`src/rtl/mips_pkg.sv`:
```
// mips_pkg: opcodes, FSM state encodings, datapath select codes and the control word shared by the multicycle controller.
package mips_pkg;

    localparam logic [5:0] OP_R    = 6'b000000;
    localparam logic [5:0] OP_LW   = 6'b100011;
    localparam logic [5:0] OP_SW   = 6'b101011;
    localparam logic [5:0] OP_ADDI = 6'b001000;
    localparam logic [5:0] OP_BEQ  = 6'b000100;
    localparam logic [5:0] OP_J    = 6'b000010;

    typedef enum logic [3:0] {
        S_FETCH, S_DECODE, S_MEM_ADDR, S_MEM_RD, S_MEM_WB, S_MEM_WR,
        S_EXEC, S_R_WB, S_ADDI_EX, S_ADDI_WB, S_BRANCH, S_JUMP
    } state_t;

    localparam logic [1:0] ALU_ADD   = 2'b00;
    localparam logic [1:0] ALU_SUB   = 2'b01;
    localparam logic [1:0] ALU_FUNCT = 2'b10;

    localparam logic [1:0] SRCB_RT  = 2'b00;
    localparam logic [1:0] SRCB_4   = 2'b01;
    localparam logic [1:0] SRCB_IMM = 2'b10;
    localparam logic [1:0] SRCB_BR  = 2'b11;

    localparam logic [1:0] PC_ALU    = 2'b00;
    localparam logic [1:0] PC_ALUOUT = 2'b01;
    localparam logic [1:0] PC_JUMP   = 2'b10;

    typedef struct packed {
        logic       pc_write;
        logic       pc_write_cond;
        logic       i_or_d;
        logic       mem_read;
        logic       mem_write;
        logic       ir_write;
        logic       mem_to_reg;
        logic       reg_dst;
        logic       reg_write;
        logic       alu_src_a;
        logic [1:0] alu_src_b;
        logic [1:0] alu_op;
        logic [1:0] pc_source;
        logic       illegal_op;
    } ctrl_t;

    function automatic logic op_legal(input logic [5:0] op);
        return op inside {OP_R, OP_LW, OP_SW, OP_ADDI, OP_BEQ, OP_J};
    endfunction

endpackage

```
`src/rtl/multicycle_control_output_decode.sv`:
```
// mc_output_decode: combinational Moore decode of FSM state into datapath control word.
// Ports: state (current FSM state), mem_ready (memory handshake, used in FETCH),
//        opcode (IR[31:26], used in DECODE for the illegal flag), ctrl (control word out).
module mc_output_decode
    import mips_pkg::*;
(
    input  state_t     state,
    input  logic       mem_ready,
    input  logic [5:0] opcode,
    output ctrl_t      ctrl
);
    always_comb begin
        ctrl = '0;
        case (state)
            S_FETCH: begin
                ctrl.mem_read  = 1'b1;
                ctrl.alu_src_b = SRCB_4;
                ctrl.ir_write  = mem_ready;
                ctrl.pc_write  = mem_ready;
            end
            S_DECODE: begin
                ctrl.alu_src_b  = SRCB_BR;
                ctrl.illegal_op = !op_legal(opcode);
            end
            S_MEM_ADDR, S_ADDI_EX: begin
                ctrl.alu_src_a = 1'b1;
                ctrl.alu_src_b = SRCB_IMM;
            end
            S_MEM_RD: begin
                ctrl.mem_read = 1'b1;
                ctrl.i_or_d   = 1'b1;
            end
            S_MEM_WR: begin
                ctrl.mem_write = 1'b1;
                ctrl.i_or_d    = 1'b1;
            end
            S_MEM_WB: begin
                ctrl.reg_write  = 1'b1;
                ctrl.mem_to_reg = 1'b1;
            end
            S_EXEC: begin
                ctrl.alu_src_a = 1'b1;
                ctrl.alu_src_b = SRCB_RT;
                ctrl.alu_op    = ALU_FUNCT;
            end
            S_R_WB: begin
                ctrl.reg_write = 1'b1;
                ctrl.reg_dst   = 1'b1;
            end
            S_ADDI_WB: ctrl.reg_write = 1'b1;
            S_BRANCH: begin
                ctrl.alu_src_a     = 1'b1;
                ctrl.alu_src_b     = SRCB_RT;
                ctrl.alu_op        = ALU_SUB;
                ctrl.pc_write_cond = 1'b1;
                ctrl.pc_source     = PC_ALUOUT;
            end
            S_JUMP: begin
                ctrl.pc_write  = 1'b1;
                ctrl.pc_source = PC_JUMP;
            end
            default: ctrl = '0;
        endcase
    end
endmodule

```
`src/rtl/multicycle_control.sv`:
```
// multicycle_control: Moore FSM sequencing a shared-memory multicycle MIPS datapath, with retired-instruction counter.
// Ports: CLK/RESET (async active-high), opcode (IR[31:26]), Mem_ready (memory handshake);
//        PC/IR/regfile/ALU/memory enables and selects; Illegal_op (DECODE pulse); Instr_count (retired count).
module multicycle_control
    import mips_pkg::*;
#(
    parameter int CNT_W = 32
) (
    input  logic             CLK,
    input  logic             RESET,
    input  logic [5:0]       opcode,
    input  logic             Mem_ready,
    output logic             PCWrite,
    output logic             PCWriteCond,
    output logic             IorD,
    output logic             MemRead,
    output logic             MemWrite,
    output logic             IRWrite,
    output logic             MemtoReg,
    output logic             RegDst,
    output logic             RegWrite,
    output logic             ALUSrcA,
    output logic [1:0]       ALUSrcB,
    output logic [1:0]       ALUOp,
    output logic [1:0]       PCSource,
    output logic             Illegal_op,
    output logic [CNT_W-1:0] Instr_count
);
    state_t           state_q, state_d;
    logic [CNT_W-1:0] count_q, count_d;
    logic             retire;
    ctrl_t            ctrl, ctrl_o;

    mc_output_decode u_dec (
        .state    (state_q),
        .mem_ready(Mem_ready),
        .opcode   (opcode),
        .ctrl     (ctrl)
    );

    always_comb begin
        state_d = state_q;
        retire  = 1'b0;
        case (state_q)
            S_FETCH:    state_d = Mem_ready ? S_DECODE : S_FETCH;
            S_DECODE:
                case (opcode)
                    OP_R:         state_d = S_EXEC;
                    OP_LW, OP_SW: state_d = S_MEM_ADDR;
                    OP_ADDI:      state_d = S_ADDI_EX;
                    OP_BEQ:       state_d = S_BRANCH;
                    OP_J:         state_d = S_JUMP;
                    default:      state_d = S_FETCH;
                endcase
            S_MEM_ADDR: state_d = (opcode == OP_LW) ? S_MEM_RD : S_MEM_WR;
            S_MEM_RD:   state_d = Mem_ready ? S_MEM_WB : S_MEM_RD;
            S_MEM_WR: begin
                state_d = Mem_ready ? S_FETCH : S_MEM_WR;
                retire  = Mem_ready;
            end
            S_EXEC:     state_d = S_R_WB;
            S_ADDI_EX:  state_d = S_ADDI_WB;
            S_MEM_WB, S_R_WB, S_ADDI_WB, S_BRANCH, S_JUMP: begin
                state_d = S_FETCH;
                retire  = 1'b1;
            end
            default:    state_d = S_FETCH;
        endcase
        count_d = count_q + {{(CNT_W-1){1'b0}}, retire};
    end

    always_ff @(posedge CLK or posedge RESET) begin
        if (RESET) begin
            state_q <= S_FETCH;
            count_q <= '0;
        end else begin
            state_q <= state_d;
            count_q <= count_d;
        end
    end

    // Outputs are silenced for as long as RESET is held, even though the state already reads FETCH.
    assign ctrl_o      = RESET ? ctrl_t'('0) : ctrl;
    assign PCWrite     = ctrl_o.pc_write;
    assign PCWriteCond = ctrl_o.pc_write_cond;
    assign IorD        = ctrl_o.i_or_d;
    assign MemRead     = ctrl_o.mem_read;
    assign MemWrite    = ctrl_o.mem_write;
    assign IRWrite     = ctrl_o.ir_write;
    assign MemtoReg    = ctrl_o.mem_to_reg;
    assign RegDst      = ctrl_o.reg_dst;
    assign RegWrite    = ctrl_o.reg_write;
    assign ALUSrcA     = ctrl_o.alu_src_a;
    assign ALUSrcB     = ctrl_o.alu_src_b;
    assign ALUOp       = ctrl_o.alu_op;
    assign PCSource    = ctrl_o.pc_source;
    assign Illegal_op  = ctrl_o.illegal_op;
    assign Instr_count = count_q;
endmodule

```
`config.mk`:
```
export PLATFORM = sky130hd
export DESIGN_NAME = multicycle_control
export DESIGN_NICKNAME = d
export VERILOG_FILES = /design/src/rtl/mips_pkg.sv /design/src/rtl/multicycle_control_output_decode.sv /design/src/rtl/multicycle_control.sv
export SDC_FILE = /design/constraint.sdc
export NUM_CORES = 1
export LEC_CHECK = 0
export CAP_MARGIN = 20
export CORE_MARGIN = 2
export CORE_UTILIZATION = 43
export DETAILED_ROUTE_END_ITERATION = 7
export PLACE_DENSITY = 0.76
export SLEW_MARGIN = 10
export SYNTH_ARGS = -nofsm -noshare
export SYNTH_HDL_FRONTEND = slang
export SYNTH_SLANG_ARGS = --single-unit
```
`constraint.sdc`:
```
create_clock -name CLK -period 2.6 [get_ports CLK]
set_clock_uncertainty 0.2 [all_clocks]
set_input_delay 0.65 -clock CLK [delete_from_list [all_inputs] [get_ports CLK]]
set_output_delay 0.65 -clock CLK [all_outputs]
set_load 0.05 [all_outputs]
```
== Word-level counts from Yosys, hierarchy flattened ==
Cells that the tools add are included.
Word-level totals
  bits in registers: 36
  input bits: 9
  word-level logic and storage cells: 52
  output and inout bits: 49
Cells by class
  equal/unequal tests: 16
  add/subtract/negate cells: 1
  reductions and logical operators: 11
  mux-type cells: 22
Operators by type and width (count)
  adder 32 x 1 -> 32 bit: 1
  one-hot mux 4 bit (7 select lines): 1
  one-hot mux 4 bit (5 select lines): 1
  2-to-1 mux 17 bit: 1
  equality test 4 x 3 -> 1 bit (second input constant): 4
  equality test 4 bit (second input constant): 4
  equality test 6 bit (second input constant): 2
  2-to-1 mux 1 bit: 11
  2-to-1 mux 3 bit: 3
  equality test 4 x 2 -> 1 bit (second input constant): 2
  one-hot mux 2 bit (2 select lines): 2
  OR reduction 2 bit: 4
  equality test 6 x 2 -> 1 bit (second input constant): 1
  equality test 6 x 3 -> 1 bit (second input constant): 1
  equality test 6 x 4 -> 1 bit (second input constant): 1
  logical NOT 6 bit: 1
  one-hot mux 2 bit (3 select lines): 1
  nonzero test 6 bit: 1
  OR reduction 5 bit: 1
  equality test 4 x 1 -> 1 bit (second input constant): 1
  logical NOT 4 bit: 1
  one-hot mux 1 bit (2 select lines): 2
  OR reduction 4 bit: 1
  OR reduction 3 bit: 1
  logical NOT 1 bit: 1

== Depth between registers and ports, before layout ==
Gate-level depths: netlist of run 1.
  depth in word-level cells: 5
  depth in mapped cells: 11
  depth with buffers taken out: 10

== Modules after synthesis ==
Synthesis of run 1 repeated with hierarchy kept, for this count alone.
Unflattened totals
  cell total of the unflattened synthesis: 220
  area, all modules: 2183.3 µm²
Modules (own cells, without submodules)
  multicycle_control: seq. area each 900.9 µm², times used 1, area each 1961.9 µm², cells an instance 186
  mc_output_decode: seq. area each 0.0 µm², times used 1, area each 221.5 µm², cells an instance 34

== Least setup slack after synthesis of run 1 ==
No wires, ideal clock.
  kind: input port to output port
  start: input port opcode[1]
  end: output port Illegal_op
  data required time: 1.750 ns
  path buffers: 0
  setup slack: -1.681 ns
  data arrival time: 3.431 ns
  stages on the path: 3
  path through: nand3_1 > a21bo_2 > a2111oi_0
On the way
  longest elaborated chain between the ends: 5
  elaborated cells between the ends (all ways): 10
  classes of those cells: 5 x eq/ne; 2 x mux; 3 x reduce/logical
Ends and longest elaborated chain
  start, declared: line multicycle_control.sv:11  | input logic [5:0] opcode,
  equality test 6 bit, or another cell as far along: line mips_pkg.sv:47  | return op inside {OP_R, OP_LW, OP_SW, OP_ADDI, OP_BEQ, OP_J};
  nonzero test 6 bit *: line mips_pkg.sv:47
  logical NOT 1 bit *: line multicycle_control_output_decode.sv:23  | ctrl.illegal_op = !op_legal(opcode);
  2-to-1 mux 1 bit *: line multicycle_control_output_decode.sv:14  | case (state)
  2-to-1 mux 17 bit *: line multicycle_control.sv:83  | assign ctrl_o = RESET ? ctrl_t'('0) : ctrl;
  end, declared: line multicycle_control.sv:26  | output logic Illegal_op,
Mark *: on every way between the ends. The rest lies on a longest branch, timed or not.

== Final worst setup path of run 1 ==
  start: input port RESET
  end: output port PCWrite
On the way
  longest elaborated chain between the ends: 1
Ends and longest elaborated chain
  start, declared: line multicycle_control.sv:10  | input logic RESET,
  2-to-1 mux 17 bit: line multicycle_control.sv:83
  end, declared: line multicycle_control.sv:13  | output logic PCWrite,
Every way passes these cells.

==> results of run 1 <==
worst register-to-register path, delay by kind of cell (launching register included):
| kind | cells | cell delay (ns) |
|---|---|---|
| flops | 1 | 0.44 |
| xor+xnor | 2 | 0.32 |
| buf+inv | 1 | 0.20 |
| simple gates | 4 | 0.67 |
| fa+ha+maj | 2 | 0.36 |
| compound gates | 1 | 0.21 |
synthesized netlist by cell type, types with 3 or more instances:
master    instances
o21ai_0           5
xnor2_1          27
nor2b_1           5
nand3b_1          3
nand4_1          14
dfrtp_1          36
nor2_1           14
inv_1             4
nor3_1            7
nand2_1          17
clkbuf_1          6
xor2_1            6
nand3_1          12
a21oi_1           3
and3_1            9
repair_timing:
| action | 4_1_cts | 5_1_grt |
|---|---|---|
| hold buffers | 0 | 0 |
| endpoints found under the setup margin | 28 | 18 |
| buffers inserted | 0 | 1 |
| resized for setup | 21 | 17 |
| pin swaps | 5 | 5 |
| gates cloned | 1 | 0 |
logic make-up after synthesis:
family	count (synthesis)	share of synthesized area
buf+inv	15	0.0331
compound gates	21	0.0732
xor+xnor	33	0.144
simple gates	97	0.286
fa+ha+maj	2	0.0125
flops	36	0.450
where the power goes:
group | internal (mW) | leakage (nW) | switching [mW] | total [mW]
sequential | 0.605 | 0.491 | 0.0569 | 0.662
clock | 0.283 | 0.0541 | 0.199 | 0.482
combinational | 0.331 | 0.849 | 0.452 | 0.783
total | 1.22 | 1.39 | 0.707 | 1.93
worst min-delay path by stage:
stage / slack, ns / cells past startpoint / startpoint / endpoint
after floorplan: 0.46 / 3 / state_q[3]$_DFF_PP0_ / state_q[3]$_DFF_PP0_
after global placement: 0.26 / 1 / Instr_count[31]$_DFF_PP0_ / Instr_count[31]$_DFF_PP0_
after detailed placement: 0.27 / 1 / Instr_count[31]$_DFF_PP0_ / Instr_count[31]$_DFF_PP0_
after CTS: 0.28 / 1 / Instr_count[31]$_DFF_PP0_ / Instr_count[31]$_DFF_PP0_
after global routing: 0.29 / 1 / Instr_count[31]$_DFF_PP0_ / Instr_count[31]$_DFF_PP0_
final: 0.28 / 1 / Instr_count[31]$_DFF_PP0_ / Instr_count[31]$_DFF_PP0_
metal layers:
| metal | vias to the layer above | wire, um |
|---|---|---|
| met5 | - | 0 |
| met4 | 0 | 35 |
| met3 | 4 | 217 |
| met2 | 47 | 2380 |
| met1 | 867 | 2060 |
| li1 | 893 | - |
registers in the layout, indices dropped and copies added (netlist names):
| name | flops |
|---|---|
| Instr_count | 32 |
| state_q | 4 |
layout make-up:
class	count	share of cell area
Sequential cell	36	0.282
Tap cell	52	0.0203
Multi-Input combinational cell	153	0.369
Timing Repair Buffer	90	0.288
Clock buffer	5	0.0215
Clock inverter	3	0.0133
Inverter	4	0.00586
==> impl_metrics.toml, run 1 <==
[critical_path]
r2r_slack_ns = 0.10
cp_num_cells = 5
path_buf_inv = 2
rr_endpoint = "Instr_count[18]$_DFF_PP0_"
cp-startpoint = "RESET"
reg2reg_depth = 10
r2r-start = "state_q[1]$_DFF_PP0_"
critPathTopFamily = "simple AND/OR/NAND/NOR gates"
slowest_stage = "dlygate4sd2_1"
crit_fanout = 4
cpPeakStageDelay_ns = 0.30
cp-start-kind = "input port"
timing.critical_path.to = "PCWrite"
end_kind = "primary output"
cp_cell_sequence = "dlygate4sd2_1 > nor3_1 > and3_2 > or2_2 > buf_4"
cp.required_ns = 1.75
arrival_ns = 1.71
path_class = "input port to primary output"

[cells_and_area]
nFillCells = 312
drive_above_1_share = 0.330
multi_input_area_um2 = 1180
mostFrequentLayoutCells = "dfrtp_1, clkdlybuf4s50_1, buf_4"
final_nets = 301
area_growth_pct = 60.0
final_cells = 343
seqCellArea_um2 = 903
mostFrequentLayoutCell = "dfrtp_1"
final_core_util = 0.725
n_antenna_cell = 0
postLayoutCellArea_um2 = 3200

[sta]
min_period_ns = 2.56
finalHoldViolCount = 0
fin_ws_ns = 0.0376
relSlewSlack = 0.551
period_share = 0.986
setup_violations = 0
tns_ns = 0
whs_ns = 0.278
finalMaxSlewViolations = 0
rsz0062_at_grt = "yes"
worstMarginPinSlew_ns = 0.670
clock.fmax_mhz = 390

[flow_run]
drv_cap = 0

[detailed_routing]
wirelength_um = 4690
drc_errors = 0
num_vias = 1811
wl_per_cell_um = 13.7
drtIter0Drc = 96
firstDrtPassIters = 4
final_antenna_net_count = 0
routed_via_density = 5.28

[grt]
grt_first_pass_wirelength_um = 7750
grt_pass1_vias = 1747
grt_use_met2 = 0.327
grt_util_all_layers = 0.184
grt_util_met1 = 0.229
use_met3 = 0.0319
grt_max_degree = 37
antenna_found_initial = 0
overflow = 0
busiest_layer = "met2"

[logic_synthesis]
ys_top_cells_by_area = "dfrtp_1, xnor2_1, nand4_1"
synth_area_leader_cell = "dfrtp_1"
synth_edf_count = 0
ys_seq_elements = 36
synthesis.area_um2 = 2000
synth_fp_nets = 215
syn_area_per_cell_um2 = 9.81
yosysWarnings = 0
synth.top_cell.area_share = 0.450
synth_top_flop_cell = "dfrtp_1"
ys_types = 40
async_flop_share = 1.00
ys_seq_area_frac = 0.450
synthCells = 204

[floorplan]
die_y_um = 72.2
die-area_um2 = 5210
num_io_pins = 58
core_um2 = 4410
start_util = 0.453
rows = 24
dieWidth_um = 72.2

[power]
power_leakage_nw = 1.39
totalPowerFinal_mw = 1.93
ir_worst_vdd_mv = 0.420
p_per_area_nw_per_um2 = 602

[outcome]
outcome = "finished clean"

[clocking]
cts.sinks = 36
clk_latency_ns = 0.29
cts_max_level = 2
cts_tree = "yes"
numCtsBuffers = 5
clockRootBuffer = "clkbuf_8"
cts_max_path_buffers = 2
path_clk_slew_ns = 0.07

[placed_design]
dp_slack_ns = -0.476
dp_cells = 333
gp_congestion = 0.825
hpwl_um = 3410
io_buffers = 57
place_area_um2 = 3010

[worst_hold_path]
worst_hold_path_type = "flop to flop"
Note: power is estimated with default switching activity, not from simulation.
==> run 2: changes to the inputs <==
PLACE_DENSITY = unset   (was 0.76)
PLACE_DENSITY_LB_ADDON = 0.2   (was unset)
RECOVER_POWER = 25   (was unset)
==> run 2 against run 1 <==
Clock power down 14%; sequential power rose by 0.8%; wire length rose by 8.7%; sequential share of layout area up 0.27 points; register-to-register slack worse by 0.02 ns; count of clock-buffer cells in the layout is 2 higher; critical endpoint is now Illegal_op; via count increased by 4.5%; non-clock buffer count up 2; cell area down 1.1%; sequential cell count unchanged; critical path depth increased by 2; critical path type unchanged.
==> impl_metrics.toml, run 2 (synthesis results as in run 1) <==
[outcome]
outcome = "finished clean"

[clocking]
clockRootBuffer = "clkbuf_8"
ctsHoldBuffers = 0
cts_max_path_buffers = 2
path_clk_slew_ns = 0.07
cts_tree = "yes"
cts_max_level = 2
numCtsBuffers = 5
clk_latency_ns = 0.28
cts.sinks = 36

[placed_design]
io_buffers = 57
hpwl_um = 3700
place_area_um2 = 3010
gp_congestion = 0.781

[sta]
rsz0062_at_grt = "yes"
finalMaxSlewViolations = 0
tns_ns = 0
relSlewSlack = 0.312
period_share = 0.987
min_period_ns = 2.57
setup_violations = 0
finalHoldViolCount = 0
worstMarginPinSlew_ns = 1.03
clock.fmax_mhz = 390
whs_ns = 0.281

[floorplan]
num_io_pins = 58
die_y_um = 72.2
die-area_um2 = 5210
core_um2 = 4410
start_util = 0.453
dieWidth_um = 72.2
rows = 24

[critical_path]
slowest_stage = "o21ai_1"
reg2reg_depth = 11
critPathTopFamily = "buffers and inverters"
cp.required_ns = 1.75
arrival_ns = 1.72
cp-startpoint = "opcode[1]"
cp_cell_sequence = "buf_2 > xor2_1 > o21ai_1 > nor2b_2 > a2111oi_4 > buf_4 > buf_12"
path_buf_inv = 3
end_kind = "primary output"
rr_endpoint = "Instr_count[22]$_DFF_PP0_"
cp-start-kind = "input port"
r2r_slack_ns = 0.08
timing.critical_path.to = "Illegal_op"
r2r-start = "state_q[0]$_DFF_PP0_"
cpPeakStageDelay_ns = 0.20
cp_num_cells = 7
path_class = "input port to primary output"
crit_fanout = 5

[flow_run]
drv_cap = 0

[cells_and_area]
final_nets = 303
n_antenna_cell = 0
largest_reg_flops = 32
mostFrequentLayoutCell = "buf_4"
area_growth_pct = 58.3
drive_above_1_share = 0.325
final_core_util = 0.717
mostFrequentLayoutCells = "buf_4, dfrtp_1, clkdlybuf4s50_1"
nFillCells = 316
postLayoutCellArea_um2 = 3170

[detailed_routing]
final_antenna_net_count = 0
firstDrtPassIters = 4
routed_via_density = 5.50
drc_errors = 0
num_vias = 1892
drtIter0Drc = 97
wirelength_um = 5090
wl_per_cell_um = 14.8

[grt]
antenna_found_initial = 0
grt_util_all_layers = 0.197
overflow = 0
grt_pass1_vias = 1745
grt_max_degree = 20
grt_first_pass_wirelength_um = 8100

[power]
power_leakage_nw = 1.40
totalPowerFinal_mw = 1.84
ir_worst_vdd_mv = 0.401
p_per_area_nw_per_um2 = 582

[worst_hold_path]
worst_hold_path_type = "flop to flop"
## run 2: cell count changes in the layout (fill, tap and decap cells not counted), sizes merged
| cell | previous run | this run |
|---|---|---|
| dlygate4sd2 | 3 | 1 |
| bufinv | 1 | 0 |
| dlymetal6s2s | 0 | 1 |
| buf | 51 | 52 |
| clkbuf | 8 | 12 |
| clkinv | 1 | 0 |
| clkinvlp | 2 | 1 |
## run 2: power breakdown
part	internal, mW	switching (mW)
clock	0.236	0.180
combinational	0.318	0.441
sequential	0.605	0.0621
## run 2: how the worst min path moves through the flow
stage	start	endpoint	slack [ns]	cells after the start
after floorplan	state_q[3]$_DFF_PP0_	state_q[3]$_DFF_PP0_	0.46	3
after global placement	Instr_count[31]$_DFF_PP0_	Instr_count[31]$_DFF_PP0_	0.27	1
after detailed placement	Instr_count[31]$_DFF_PP0_	Instr_count[31]$_DFF_PP0_	0.27	1
after CTS	Instr_count[31]$_DFF_PP0_	Instr_count[31]$_DFF_PP0_	0.28	1
after global routing	Instr_count[31]$_DFF_PP0_	Instr_count[31]$_DFF_PP0_	0.29	1
final	Instr_count[31]$_DFF_PP0_	Instr_count[31]$_DFF_PP0_	0.28	1
## run 2: area by class of cell
type	instances	area (um2)	share of cell area
flip-flops and latches	36	902	0.285
inverters	4	18.8	0.00593
repair buffers	92	915	0.289
well taps	52	65.1	0.0205
clock buffers	7	96.3	0.0304
multi-input cells	153	1170	0.369
## run 2: what timing repair did
| item | 4_1_cts | 5_1_grt |
|---|---|---|
| cloned | 0 | 1 |
| buffers inserted | 1 | 2 |
| endpoints found under the setup margin | 42 | 27 |
| pin swaps | 2 | 8 |
| resized for setup | 14 | 25 |
## run 2: metrics by stage
step | setup slack [ns] | std cells
floorplan | -0.341 | 204
global route | -0.0600 | 344
detailed placement | -0.613 | 333
CTS | -0.131 | 341
finish | 0.0348 | 344
global placement | -0.534 | 333
## run 2: worst register-to-register path, delay by kind of cell, from the launching register on
family                     cells  cell delay, ns
and+or+nand+nor                5            0.82
DFF                            1            0.40
buffers and inverters          1            0.17
xor gates and xnor gates       1            0.17
AOI/OAI and AO/OA              2            0.27
adders and majority gates      2            0.37
## run 2: metal layers
layer	up-vias	wire, um	GRT usage
li1	903	-	-
met1	950	2330	0.270
met2	35	2600	0.318
met3	4	138	0.0486
met4	0	23	0.0419
met5	-	0	0
==> run 3: changes to the inputs <==
CORE_ASPECT_RATIO = 0.8   (was unset)
==> run 3 against run 2 <==
Setup slack improved by 0.0050 ns; non-clock buffer count is 7 higher; sequential share of layout area fell by 1.5 points.
==> impl_metrics.toml, run 3 (synthesis results as in run 1) <==
[critical_path]
path_class = "input port to primary output"
path_buf_inv = 3
cp.required_ns = 1.75
arrival_ns = 1.71
reg2reg_depth = 10
cp-start-kind = "input port"
r2r-start = "state_q[1]$_DFF_PP0_"
critPathTopFamily = "compound AO/OA/AOI/OAI gates"
end_kind = "primary output"
cpPeakStageDelay_ns = 0.32
cp-startpoint = "opcode[1]"
crit_fanout = 6
cpMostUsedCell = "buf_4"
slowest_stage = "a2111oi_4"
timing.critical_path.to = "Illegal_op"
cp_num_cells = 6
r2r_slack_ns = 0.06
rr_endpoint = "Instr_count[18]$_DFF_PP0_"
cp_cell_sequence = "buf_4 > nand3_2 > a21bo_4 > a2111oi_4 > buf_4 > buf_12"

[floorplan]
num_io_pins = 58
dieWidth_um = 80.3
start_util = 0.440
die-area_um2 = 5220
rows = 22
die_y_um = 65.0
core_um2 = 4540

[power]
swShare = 0.371
totalPowerFinal_mw = 2.01
power_leakage_nw = 1.46
power_frac_comb = 0.421
ir_worst_vdd_mv = 0.607
p_int_mw = 1.26
power.net_switching_mw = 0.745
p_per_area_nw_per_um2 = 598
p_seq_frac = 0.334
power_frac_clock = 0.245

[clocking]
path_clk_slew_ns = 0.08
clockRootBuffer = "clkbuf_8"
cts_max_path_buffers = 2
ctsHoldBuffers = 0
cts_tree = "yes"
cts.sinks = 36
clk_latency_ns = 0.29
numCtsBuffers = 5
cts_max_level = 2

[flow_run]
drv_cap = 0

[sta]
rsz0062_at_grt = "yes"
fin_ws_ns = 0.0397
min_period_ns = 2.56
finalMaxSlewViolations = 0
setup_violations = 0
clock.fmax_mhz = 391
whs_ns = 0.274
worstMarginPinSlew_ns = 0.975
relSlewSlack = 0.350
period_share = 0.985
finalHoldViolCount = 0
tns_ns = 0

[detailed_routing]
routed_via_density = 5.34
wirelength_um = 5230
drc_errors = 0
final_antenna_net_count = 0
num_vias = 1922
wl_per_cell_um = 14.5
firstDrtPassIters = 4
drtIter0Drc = 93

[grt]
antenna_found_initial = 0
grt_first_pass_wirelength_um = 8450
overflow = 0
grt_util_all_layers = 0.208
grt_max_degree = 19
grt_pass1_vias = 1864

[cells_and_area]
mostFrequentLayoutCells = "buf_4, dfrtp_1, clkdlybuf4s50_1"
final_nets = 310
multi_input_area_um2 = 1220
drive_above_1_share = 0.367
mostFrequentLayoutCell = "buf_4"
seqCellArea_um2 = 905
n_antenna_cell = 0
postLayoutCellArea_um2 = 3360
largest_reg_flops = 32
final_core_util = 0.739
area_growth_pct = 67.7
final_cells = 360
nFillCells = 325

[placed_design]
hpwl_um = 3680
dp_slack_ns = -0.595
io_buffers = 57
gp_congestion = 0.824
place_area_um2 = 3050
dp_cells = 344

[worst_hold_path]
worst_hold_path_type = "flop to flop"

[outcome]
outcome = "finished clean"
run 3: metal layers:
| layer | global-route usage | up-vias | wire (um) |
|---|---|---|---|
| met5 | 0 | - | 0 |
| met3 | 0.0571 | 8 | 273 |
| met1 | 0.293 | 938 | 2430 |
| li1 | - | 918 | - |
| met2 | 0.320 | 58 | 2470 |
| met4 | 0.0466 | 0 | 65 |
run 3: power by group through the flow:
| stage | Combinational (mW) | Sequential [mW] | Clock (mW) |
|---|---|---|---|
| after floorplan | 0.335 | 0.767 | 0 |
| after global placement | 0.736 | 0.668 | 0 |
| after detailed placement | 0.743 | 0.669 | 0 |
| after CTS | 0.765 | 0.660 | 0.497 |
| after global routing | 0.894 | 0.680 | 0.524 |
| final | 0.845 | 0.671 | 0.492 |
run 3: how the worst min path moves through the flow:
| stage | from | to | slack (ns) | depth (start not counted) |
|---|---|---|---|---|
| 6_report | Instr_count[31]$_DFF_PP0_ | Instr_count[31]$_DFF_PP0_ | 0.27 | 1 |
| 5_1_grt | Instr_count[31]$_DFF_PP0_ | Instr_count[31]$_DFF_PP0_ | 0.29 | 1 |
| 4_1_cts | Instr_count[31]$_DFF_PP0_ | Instr_count[31]$_DFF_PP0_ | 0.28 | 1 |
| 3_5_place_dp | Instr_count[31]$_DFF_PP0_ | Instr_count[31]$_DFF_PP0_ | 0.26 | 1 |
| 3_3_place_gp | Instr_count[31]$_DFF_PP0_ | Instr_count[31]$_DFF_PP0_ | 0.26 | 1 |
| 2_1_floorplan | state_q[3]$_DFF_PP0_ | state_q[3]$_DFF_PP0_ | 0.46 | 3 |
run 3: timing repair:
item,CTS,global route
setup buffers,1,6
pin swaps,4,11
gates cloned,1,1
gates resized for setup,19,38
endpoints found under the setup margin,39,23
run 3: cell type report:
type	instances	area share
Clock inverter	3	0.0127
Sequential cell	36	0.270
Inverter	4	0.00485
Multi-Input combinational cell	153	0.364
Timing Repair Buffer	99	0.306
Clock buffer	5	0.0205
Tap cell	60	0.0224
